--- src/rtl/io_terminal.sv ---
// io_terminal: peripheral side of the programmed-I/O interface.
// OUT bytes are buffered toward a display sink. Keyboard bytes are buffered and
// handed to the CPU one at a time through inpr/fgi.
module io_terminal #(
  parameter int OUT_DEPTH   = 4,
  parameter int IN_DEPTH    = 4,
  parameter int BUSY_CYCLES = 3
) (
  input  logic       clk,
  input  logic       reset,
  input  logic       Enable,
  input  logic [7:0] outr,
  input  logic       out_strobe,
  output logic       fgo,
  output logic [7:0] inpr,
  output logic       fgi,
  input  logic       inp_ack,
  output logic [7:0] tx_data,
  output logic       tx_valid,
  input  logic       tx_ready,
  input  logic [7:0] rx_data,
  input  logic       rx_valid,
  output logic       rx_ready,
  output logic       out_err
);
  localparam int OAW = $clog2(OUT_DEPTH);
  localparam int IAW = $clog2(IN_DEPTH);
  localparam int CW  = $clog2(BUSY_CYCLES + 1);

  typedef enum logic [1:0] {READY, BUSY, STALL} state_t;

  state_t        state, state_n;
  logic [CW-1:0] cnt, cnt_n;

  // Output FIFO: extra pointer MSB distinguishes full from empty
  logic [7:0]   omem [OUT_DEPTH];
  logic [OAW:0] owp, orp;
  logic         o_full, o_empty, o_push, o_pop;

  // Input FIFO
  logic [7:0]   imem [IN_DEPTH];
  logic [IAW:0] iwp, irp;
  logic         i_full, i_empty, i_push, i_load, i_ack;

  assign o_full  = (owp[OAW] != orp[OAW]) && (owp[OAW-1:0] == orp[OAW-1:0]);
  assign o_empty = (owp == orp);
  assign i_full  = (iwp[IAW] != irp[IAW]) && (iwp[IAW-1:0] == irp[IAW-1:0]);
  assign i_empty = (iwp == irp);

  // Handshakes go quiet while disabled so nothing moves
  assign fgo      = (state == READY);
  assign tx_valid = Enable && !o_empty;
  assign tx_data  = omem[orp[OAW-1:0]];
  assign rx_ready = Enable && !i_full;

  assign o_push = Enable && out_strobe && (state == READY);
  assign o_pop  = tx_valid && tx_ready;
  assign i_push = rx_valid && rx_ready;
  assign i_load = Enable && !fgi && !i_empty;
  assign i_ack  = Enable && inp_ack && fgi;

  // Output-flag next state: busy window after each OUT, then wait for room
  always_comb begin
    state_n = state;
    cnt_n   = cnt;
    case (state)
      READY: if (out_strobe) begin
        state_n = BUSY;
        cnt_n   = CW'(BUSY_CYCLES - 1);
      end
      BUSY: if (cnt == '0) state_n = o_full ? STALL : READY;
            else           cnt_n   = cnt - 1'b1;
      STALL: if (o_pop || !o_full) state_n = READY;
      default: state_n = READY;
    endcase
  end

  // Flag FSM, output pointers and sticky error; frozen when disabled
  always_ff @(posedge clk or negedge reset) begin
    if (!reset) begin
      state   <= READY;
      cnt     <= '0;
      owp     <= '0;
      orp     <= '0;
      out_err <= 1'b0;
    end else if (Enable) begin
      state <= state_n;
      cnt   <= cnt_n;
      if (o_push) owp <= owp + 1'b1;
      if (o_pop)  orp <= orp + 1'b1;
      if (out_strobe && state != READY) out_err <= 1'b1;
    end
  end

  // Output FIFO storage (no reset needed, pointers define validity)
  always_ff @(posedge clk) begin
    if (o_push) omem[owp[OAW-1:0]] <= outr;
  end

  // Input pointers and INPR/FGI: load head as soon as inpr is free
  always_ff @(posedge clk or negedge reset) begin
    if (!reset) begin
      iwp  <= '0;
      irp  <= '0;
      inpr <= '0;
      fgi  <= 1'b0;
    end else begin
      if (i_push) iwp <= iwp + 1'b1;
      if (i_load) begin
        irp  <= irp + 1'b1;
        inpr <= imem[irp[IAW-1:0]];
        fgi  <= 1'b1;
      end else if (i_ack) begin
        fgi <= 1'b0;
      end
    end
  end

  // Input FIFO storage
  always_ff @(posedge clk) begin
    if (i_push) imem[iwp[IAW-1:0]] <= rx_data;
  end
endmodule

--- config.mk ---
export PLATFORM = sky130hd
export DESIGN_NAME = io_terminal
export DESIGN_NICKNAME = d
export VERILOG_FILES = /design/src/rtl/io_terminal.sv
export SDC_FILE = /design/constraint.sdc
export NUM_CORES = 1
export LEC_CHECK = 0
export CAP_MARGIN = 5
export CORE_UTILIZATION = 34
export CTS_CLUSTER_DIAMETER = 30
export DETAILED_ROUTE_END_ITERATION = 6
export RECOVER_POWER = 50
export SYNTH_ARGS = -nofsm -noshare
export SYNTH_HDL_FRONTEND = slang
export SYNTH_SLANG_ARGS = --single-unit
export TNS_END_PERCENT = 20
--- constraint.sdc ---
create_clock -name clk -period 3.9 [get_ports clk]
set_clock_uncertainty 0.1 [all_clocks]
set_input_delay 0.585 -clock clk [delete_from_list [all_inputs] [get_ports clk]]
set_output_delay 0.585 -clock clk [all_outputs]
set_load 0.1 [all_outputs]
Yosys cells after proc, flatten, opt, wreduce, memory -nomap -nowiden

Memories as Yosys holds them, arrays and structs flattened. A register that Yosys moved wholly into a read port is not among the register bits.
Cells that the tools add are included.

Reduce and logical (&&, ||, !) cells: 30
Equality and inequality tests: 12
Muxes and demuxes: 14
Add/sub/neg operators: 5

Operators with widths:

| operator              | count |
|---|---|
| $logic_and A1 B1 Y1   | 13 |
| $add A3 B1 Y3 const B | 4 |
| $mux W2               | 6 |
| $ne A2 B2 Y1 const B  | 4 |
| $reduce_and A4 Y1     | 2 |
| $eq A3 B3 Y1          | 2 |
| $logic_not A1 Y1      | 6 |
| $mux W1               | 6 |
| $pmux W2 S3           | 1 |
| $reduce_and A2 Y1     | 3 |
| $reduce_bool A2 Y1    | 3 |
| $eq A2 B2 Y1          | 2 |
| $logic_not A2 Y1      | 2 |
| $pmux W2 S2           | 1 |
| $eq A2 B1 Y1 const B  | 1 |
| $eq A2 B2 Y1 const B  | 1 |
| $ne A1 B1 Y1          | 2 |
| $sub A2 B1 Y2 const B | 1 |
| $logic_or A1 B1 Y1    | 1 |

Logic and storage cells: 71
Bits in writable memories: 64
Flip-flop bits (word level): 18
Memories kept: 2
Bits of input ports: 23

Memory list:

| memory | depth | bits a word | read ports | clocked after memory_dff | wr ports | RTL line | text |
|---|---|---|---|---|---|---|---|
| imem   | 4     | 8           | 1          | 1                        | 1        | 41       | `logic [7:0] imem [IN_DEPTH];` |
| omem   | 4     | 8           | 1          | 0                        | 1        | 36       | `logic [7:0] omem [OUT_DEPTH];` |

Longest topological paths before layout

Gate-level depths: netlist (run 1).

Depth in word-level cells: 7
Mapped depth: 5
Gate-level depth less buffers: 5

Worst setup path before layout (run 1)

OpenSTA, ideal clock, no wires.

Path kind: register -> output
Start: register irp[0]
End: output rx_ready
Data arrival time: 2.397 ns
Path buffers: 1
Stages on the path, launching flop included: 4
Required time: 3.215 ns
Path slack: 0.818 ns
Path through: dfrtp_1 buf_6 xnor2_4 a31oi_1

Cells in the longest elaborated chain, start to end: 4

Ends and longest elaborated chain:

| element                  | RTL line | text |
|---|---|---|
| start: declaration       | 42       | `logic [IAW:0] iwp, irp;` |
| start signal: assignment | 110      | `irp <= irp + 1'b1;` |
| $eq A2 B2 Y1             | 47       | `assign i_full = (iwp[IAW] != irp[IAW]) && (iwp[IAW-1:0] == irp[IAW-1:0]);` |
| $logic_and A1 B1 Y1      | 47       |  |
| $logic_not A1 Y1         | 54       | `assign rx_ready = Enable && !i_full;` |
| $logic_and A1 B1 Y1      | 54       |  |
| end: declaration         | 23       | `output logic rx_ready,` |

No other way between the ends.

Worst setup path in the final report (run 1)

Start: register state[0]
End: output fgo

Cells in the longest elaborated chain, start to end: 1

Ends and longest elaborated chain:

| element                  | RTL line | text |
|---|---|---|
| start: declaration       | 32       | `state_t state, state_n;` |
| start signal: assignment | 87       | `state <= state_n;` |
| $logic_not A2 Y1         | 51       | `assign fgo = (state == READY);` |
| end: declaration         | 14       | `output logic fgo,` |

No other way between the ends.

==> flow_summary_export.csv, run 1 <==
group,metric,value,unit
logic_synthesis,synth_seq_cells,90,
logic_synthesis,synth_cell_types,40,
critical_path,required,3210,ps
logic_synthesis,syn_inst,200,
cells_and_area,final_area,4510,um2
timing,period_needed,2840,ps
global_routing,gr-total-overflow,0,
die,start_util,35.1,%
routing,viasPerCell,4.73,
routing,drc,0,
cells_and_area,area_growth,18.6,%
timing,fin_ws,1060,ps
routing,dr_total_vias,1863,
logic_synthesis,synth_area,3800,um2
timing,max_freq,0.352,GHz
timing,setup_tns,0,ps
timing,hold_violations,0,
critical_path,path_max_fanout,7,
routing,drt-total-wl,6150,um
die,rows,38,
cts,cts_made_buffers,9,
cts,clk_latency,350,ps
logic_synthesis,yosysSeqAreaShare,67.7,%
die,die_area,11600,um2
cells_and_area,nets,283,
routing,drtAntennaViolNets,0,
cts,cts_buffer_depth,2,
cts,cts.repair.resized,0,
timing,rsz0062_at_grt,"false",
placement,dpl-instance-area,4340,um2
critical_path,worst_setup_path_start_kind,"flip-flop",
cts,hold_buffers,0,
logic_synthesis,syn_nets,234,
cells_and_area,nFillCells,978,
routing,wire_per_inst,15.6,um
cells_and_area,antenna_cells,0,
routing,initialDrtViolationCount,47,
logic_synthesis,yosys-top-cells-area,"edfxtp_1 (51%), dfrtp_1 (17%), mux4_2 (9.5%)",
timing,fin_crit_sh,72.9,%
die,io_pins,44,
logic_synthesis,ys_warn_count,0,
worst_hold_path,hold_class,"reg2reg",
die,die_y,108,um
critical_path,critPathKind,"reg2out",
global_routing,grt_pass1_vias,1955,
cells_and_area,ff_latch_area,2570,um2
outcome,outcome,"complete, no violations",
timing,setup_violations,0,
placement,gp_congestion,0.709,
placement,dp_hpwl,4160,um
die,coreArea,10800,um2
global_routing,grtUsageTotal,12.1,%
placement,place_ws,1150,ps
global_routing,grt_pass1_wl,10200,um
placement,portBuffers,43,
cts,clock_sinks,90,
cells_and_area,drive_gt1_share,22.4,%
critical_path,ff2ff_setup_slack,1480,ps
timing,worstMarginPinSlew,1480,ps
die,chipWidth,108,um
cts,cts_tree,"built",
timing,slew_viol_final,0,
job,drv_cap,0,
routing,firstDrtPassIters,4,
logic_synthesis,yosys.area.top_type_share,50.6,%
timing,max-slew-margin-rel,1.04,%
cts,clk_pin_slew,90,ps
cts,htreeDepth,3,
global_routing,grt_max_degree,27,
critical_path,cp_data_arrival_time,2160,ps
cts,root_buffer,"clkbuf_8",
timing,holdWs,393,ps
cts,post_cts_buffers,0,
cells_and_area,multi_input_area,1130,um2
logic_synthesis,avgSynthCellArea,19.0,um2
logic_synthesis,yosysTopAreaCell,"edfxtp_1",
global_routing,antenna_found_initial,0,
critical_path,setup.worst_path.end_class,"output pin",
cells in the mapped netlist (all sizes together):
master	instances
nor2	1
edfxtp	64
o2bb2ai	1
ha	11
buf	6
nand4b	1
mux2i	1
nand2	5
o21ai	1
o21bai	1
mux2	12
nand3b	1
mux4	16
nand2b	1
o221ai	1
and4b	1
o22ai	1
and2	7
and4bb	1
inv	12
a311oi	3
nor3b	1
a31oi	5
dfrtp	26
a22o	1
or3	1
a21o	1
xor2	7
a22oi	1
xnor2	8
o211ai	1
per-stage QoR:
step / cells / utilization, %
4_1_cts: 394 / 41.7
6_report: 394 / 41.6
2_1_floorplan: 200 / -
3_3_place_gp: 378 / 40.0
5_1_grt: 394 / 41.6
3_5_place_dp: 378 / 40.0
sequential cells by signal, summed over array words and instances, names as in the netlist:
name     count
imem        32
omem        32
inpr         8
irp          3
iwp          3
orp          3
owp          3
cnt          2
state        2
fgi          1
out_err      1
worst paths after layout:
kind                       cells after the start            startpoint                   end
hold reg to reg                                1    owp[2]$_DFFE_PN0P_    owp[2]$_DFFE_PN0P_
hold / removal                                 1    owp[2]$_DFFE_PN0P_    owp[2]$_DFFE_PN0P_
setup reg to reg                               3    irp[0]$_DFFE_PN0P_  imem[1][2]$_DFFE_PP_
max in group asynchronous                      2                 reset    iwp[1]$_DFFE_PN0P_
min in group asynchronous                      2                 reset   out_err$_DFFE_PN0P_
setup / recovery                               2  state[0]$_DFFE_PN0P_                   fgo
cell usage in the layout, fill, tap and decap left out, drive strengths merged:
cell / count
edfxtp: 64
dfrtp: 26
dlygate4sd3: 18
mux4: 16
clkdlybuf4s50: 15
inv: 15
mux2: 12
ha: 11
clkbuf: 11
buf: 10
xnor2: 8
xor2: 7
and2: 7
nand2: 5
a31oi: 5
a311oi: 3
clkinv: 3
nor2: 1
and4bb: 1
o21ai: 1
nand2b: 1
o22ai: 1
o211ai: 1
nor3b: 1
mux2i: 1
o2bb2ai: 1
o21bai: 1
nand3b: 1
or3: 1
and4b: 1
nand4b: 1
o221ai: 1
a22o: 1
a22oi: 1
a21o: 1
worst max-delay path: stages, from the launching register on:
cell             delay, ps
dfrtp_1                460
nor2_1                 180
clkdlybuf4s50_1       1160
cell type report:
| cell class | instances | share of cell area [%] |
|---|---|---|
| sequential | 90 | 57.1 |
| tap | 140 | 3.89 |
| timing repair buffer | 44 | 9.08 |
| inverter | 12 | 0.999 |
| clock inverter | 6 | 1.08 |
| clock buffer | 10 | 2.83 |
| multi-input combinational | 92 | 25.0 |
logic make-up after synthesis:
| family | Yosys count | synth area share (%) |
|---|---|---|
| AOI/OAI and AO/OA | 17 | 4.02 |
| xor gates and xnor gates | 15 | 4.84 |
| adders and majority gates | 11 | 3.62 |
| buffers and inverters | 18 | 2.44 |
| DFF | 90 | 67.7 |
| muxes | 29 | 14.1 |
| and+or+nand+nor | 20 | 3.29 |
layer usage:
metal / vias up / track usage (%) / routed length (um) / share of wire [%]
met5: - / 0 / 0 / 0
met2: 25 / 19.3 / 3030 / 49
li1: 866 / - / - / -
met3: 10 / 3.81 / 229 / 3.7
met1: 962 / 15.3 / 2780 / 45
met4: 0 / 4.89 / 104 / 1.7
Power of run 1 is not shown: default switching activity piles up to over one toggle a cycle in this logic, so the estimate is an artifact.
==> run 2: changes to the inputs <==
==> constraint.sdc (replaced) <==
create_clock -name clk -period 2.65 [get_ports clk]
set_clock_uncertainty 0.1 [all_clocks]
set_input_delay 0.3975 -clock clk [delete_from_list [all_inputs] [get_ports clk]]
set_output_delay 0.3975 -clock clk [all_outputs]
set_load 0.1 [all_outputs]
==> flow_summary_export.csv, run 2 (same netlist as run 1, synthesis figures left out) <==
group,metric,value,unit
global_routing,grt_pass1_vias,1990,
timing,max-slew-margin-rel,5.20,%
cts,cts_made_buffers,9,
cts,hold_buffers,0,
cells_and_area,mostFrequentLayoutCell,"edfxtp_1",
cts,clock_sinks,90,
timing,setup_tns,0,ps
timing,worstMarginPinSlew,1420,ps
die,coreArea,10800,um2
cells_and_area,nets,291,
critical_path,crit_chain,"xnor2_4, a31oi_2, buf_12",
routing,firstDrtPassIters,4,
timing,period_needed,2330,ps
cells_and_area,finalCoreUtilization,43.0,%
die,chipWidth,108,um
job,drv_cap,0,
die,die_area,11600,um2
critical_path,critPathKind,"reg2out",
outcome,outcome,"complete, no violations",
timing,rsz0062_at_grt,"false",
critical_path,required,2150,ps
cts,cts.repair.resized,0,
critical_path,crit_family,"flip-flops",
critical_path,ff2ff_setup_slack,480,ps
timing,setup_violations,0,
cells_and_area,area_growth,22.7,%
timing,fin_crit_sh,88.0,%
routing,initialDrtViolationCount,69,
placement,portBuffers,43,
critical_path,slowest_stage,"dfrtp_1",
global_routing,antenna_found_initial,0,
routing,drt-total-wl,6410,um
global_routing,grt_pass1_wl,10500,um
routing,viasPerCell,4.62,
critical_path,path_max_fanout,11,
critical_path,worst_setup_path_start_kind,"flip-flop",
timing,hold_violations,0,
cts,cts_buffer_depth,2,
die,rows,38,
critical_path,worst_path_largest_cell_delay,730,ps
die,die_y,108,um
cts,cts_tree,"built",
cts,htreeDepth,3,
die,start_util,35.1,%
global_routing,grtUsageTotal,12.6,%
placement,dp_hpwl,4470,um
cells_and_area,final_cell_mix,"edfxtp_1 (64), dfrtp_1 (26), dlygate4sd3_1 (18)",
routing,wire_per_inst,15.9,um
cts,clk_latency,350,ps
global_routing,use_met1,16.1,%
global_routing,top_usage_layer,"met2",
worst_hold_path,hold_class,"reg2reg",
timing,slew_viol_final,0,
global_routing,gr-total-overflow,0,
routing,dr_total_vias,1856,
cts,post_cts_buffers,0,
routing,drtAntennaViolNets,0,
cells_and_area,drive_gt1_share,26.7,%
critical_path,setup.worst_path.end_class,"output pin",
global_routing,grt_max_degree,27,
critical_path,cp_data_arrival_time,1840,ps
routing,drc,0,
global_routing,use_met2,19.8,%
global_routing,grt_use_met3,3.69,%
die,io_pins,44,
timing,max_freq,0.429,GHz
cts,clk_pin_slew,90,ps
cells_and_area,antenna_cells,0,
placement,gp_congestion,0.654,
cts,root_buffer,"clkbuf_8",
critical_path,crit_buf_inv,1,
[run 2: cell types whose count changed in the layout (fill, tap and decap cells not counted), sizes merged]
cell / change
clkdlybuf4s50: -11
bufinv: +1
clkbuf: +6
clkinv: -1
buf: +13
inv: -1
clkinvlp: +1
[run 2: per-stage QoR]
stage | hold WS (ps) | cell area, um2 | instances | setup slack [ps]
6_report | 379 | 4660 | 402 | 317
5_1_grt | 401 | 4660 | 402 | 206
4_1_cts | 315 | 4700 | 402 | 271
3_5_place_dp | 370 | 4500 | 386 | 215
3_3_place_gp | 366 | 4500 | 386 | 254
2_1_floorplan | 1.91 | 3810 | 200 | -239
[run 2: final cells by class]
class | instances | area, um2
clock buffer | 10 | 128
multi-input combinational | 92 | 1130
sequential | 90 | 2570
inverter | 12 | 45.0
fill | 972 | 6180
tap | 140 | 175
timing repair buffer | 52 | 544
clock inverter | 6 | 63.8
[run 2: worst paths after layout]
check | end | start | cells after the start
max | rx_ready | irp[1]$_DFFE_PN0P_ | 3
min reg2reg | out_err$_DFFE_PN0P_ | out_err$_DFFE_PN0P_ | 1
max in group asynchronous | iwp[0]$_DFFE_PN0P_ | reset | 2
max reg2reg | imem[2][6]$_DFFE_PP_ | irp[1]$_DFFE_PN0P_ | 3
min in group asynchronous | orp[0]$_DFFE_PN0P_ | reset | 2
min | out_err$_DFFE_PN0P_ | out_err$_DFFE_PN0P_ | 1
[run 2: layer usage]
| metal | vias up | part of all wire, % | wire [um] |
|---|---|---|---|
| met2 | 29 | 49 | 3150 |
| li1 | 882 | - | - |
| met1 | 934 | 46 | 2950 |
| met3 | 11 | 3.2 | 207 |
| met4 | 0 | 1.6 | 100 |
| met5 | - | 0 | 0 |
Power of run 2 is left out for the same reason.
==> run 3: changes to the inputs <==
--- a/config.mk
+++ b/config.mk
@@ -10,6 +10,7 @@
 export CTS_CLUSTER_DIAMETER = 30
 export DETAILED_ROUTE_END_ITERATION = 6
 export RECOVER_POWER = 50
+export SLEW_MARGIN = 10
 export SYNTH_ARGS = -nofsm -noshare
 export SYNTH_HDL_FRONTEND = slang
 export SYNTH_SLANG_ARGS = --single-unit
==> results of run 3 <==
No change in the layout: final DEF, timing and power equal those of run 2.
Power of run 3 is left out for the same reason.
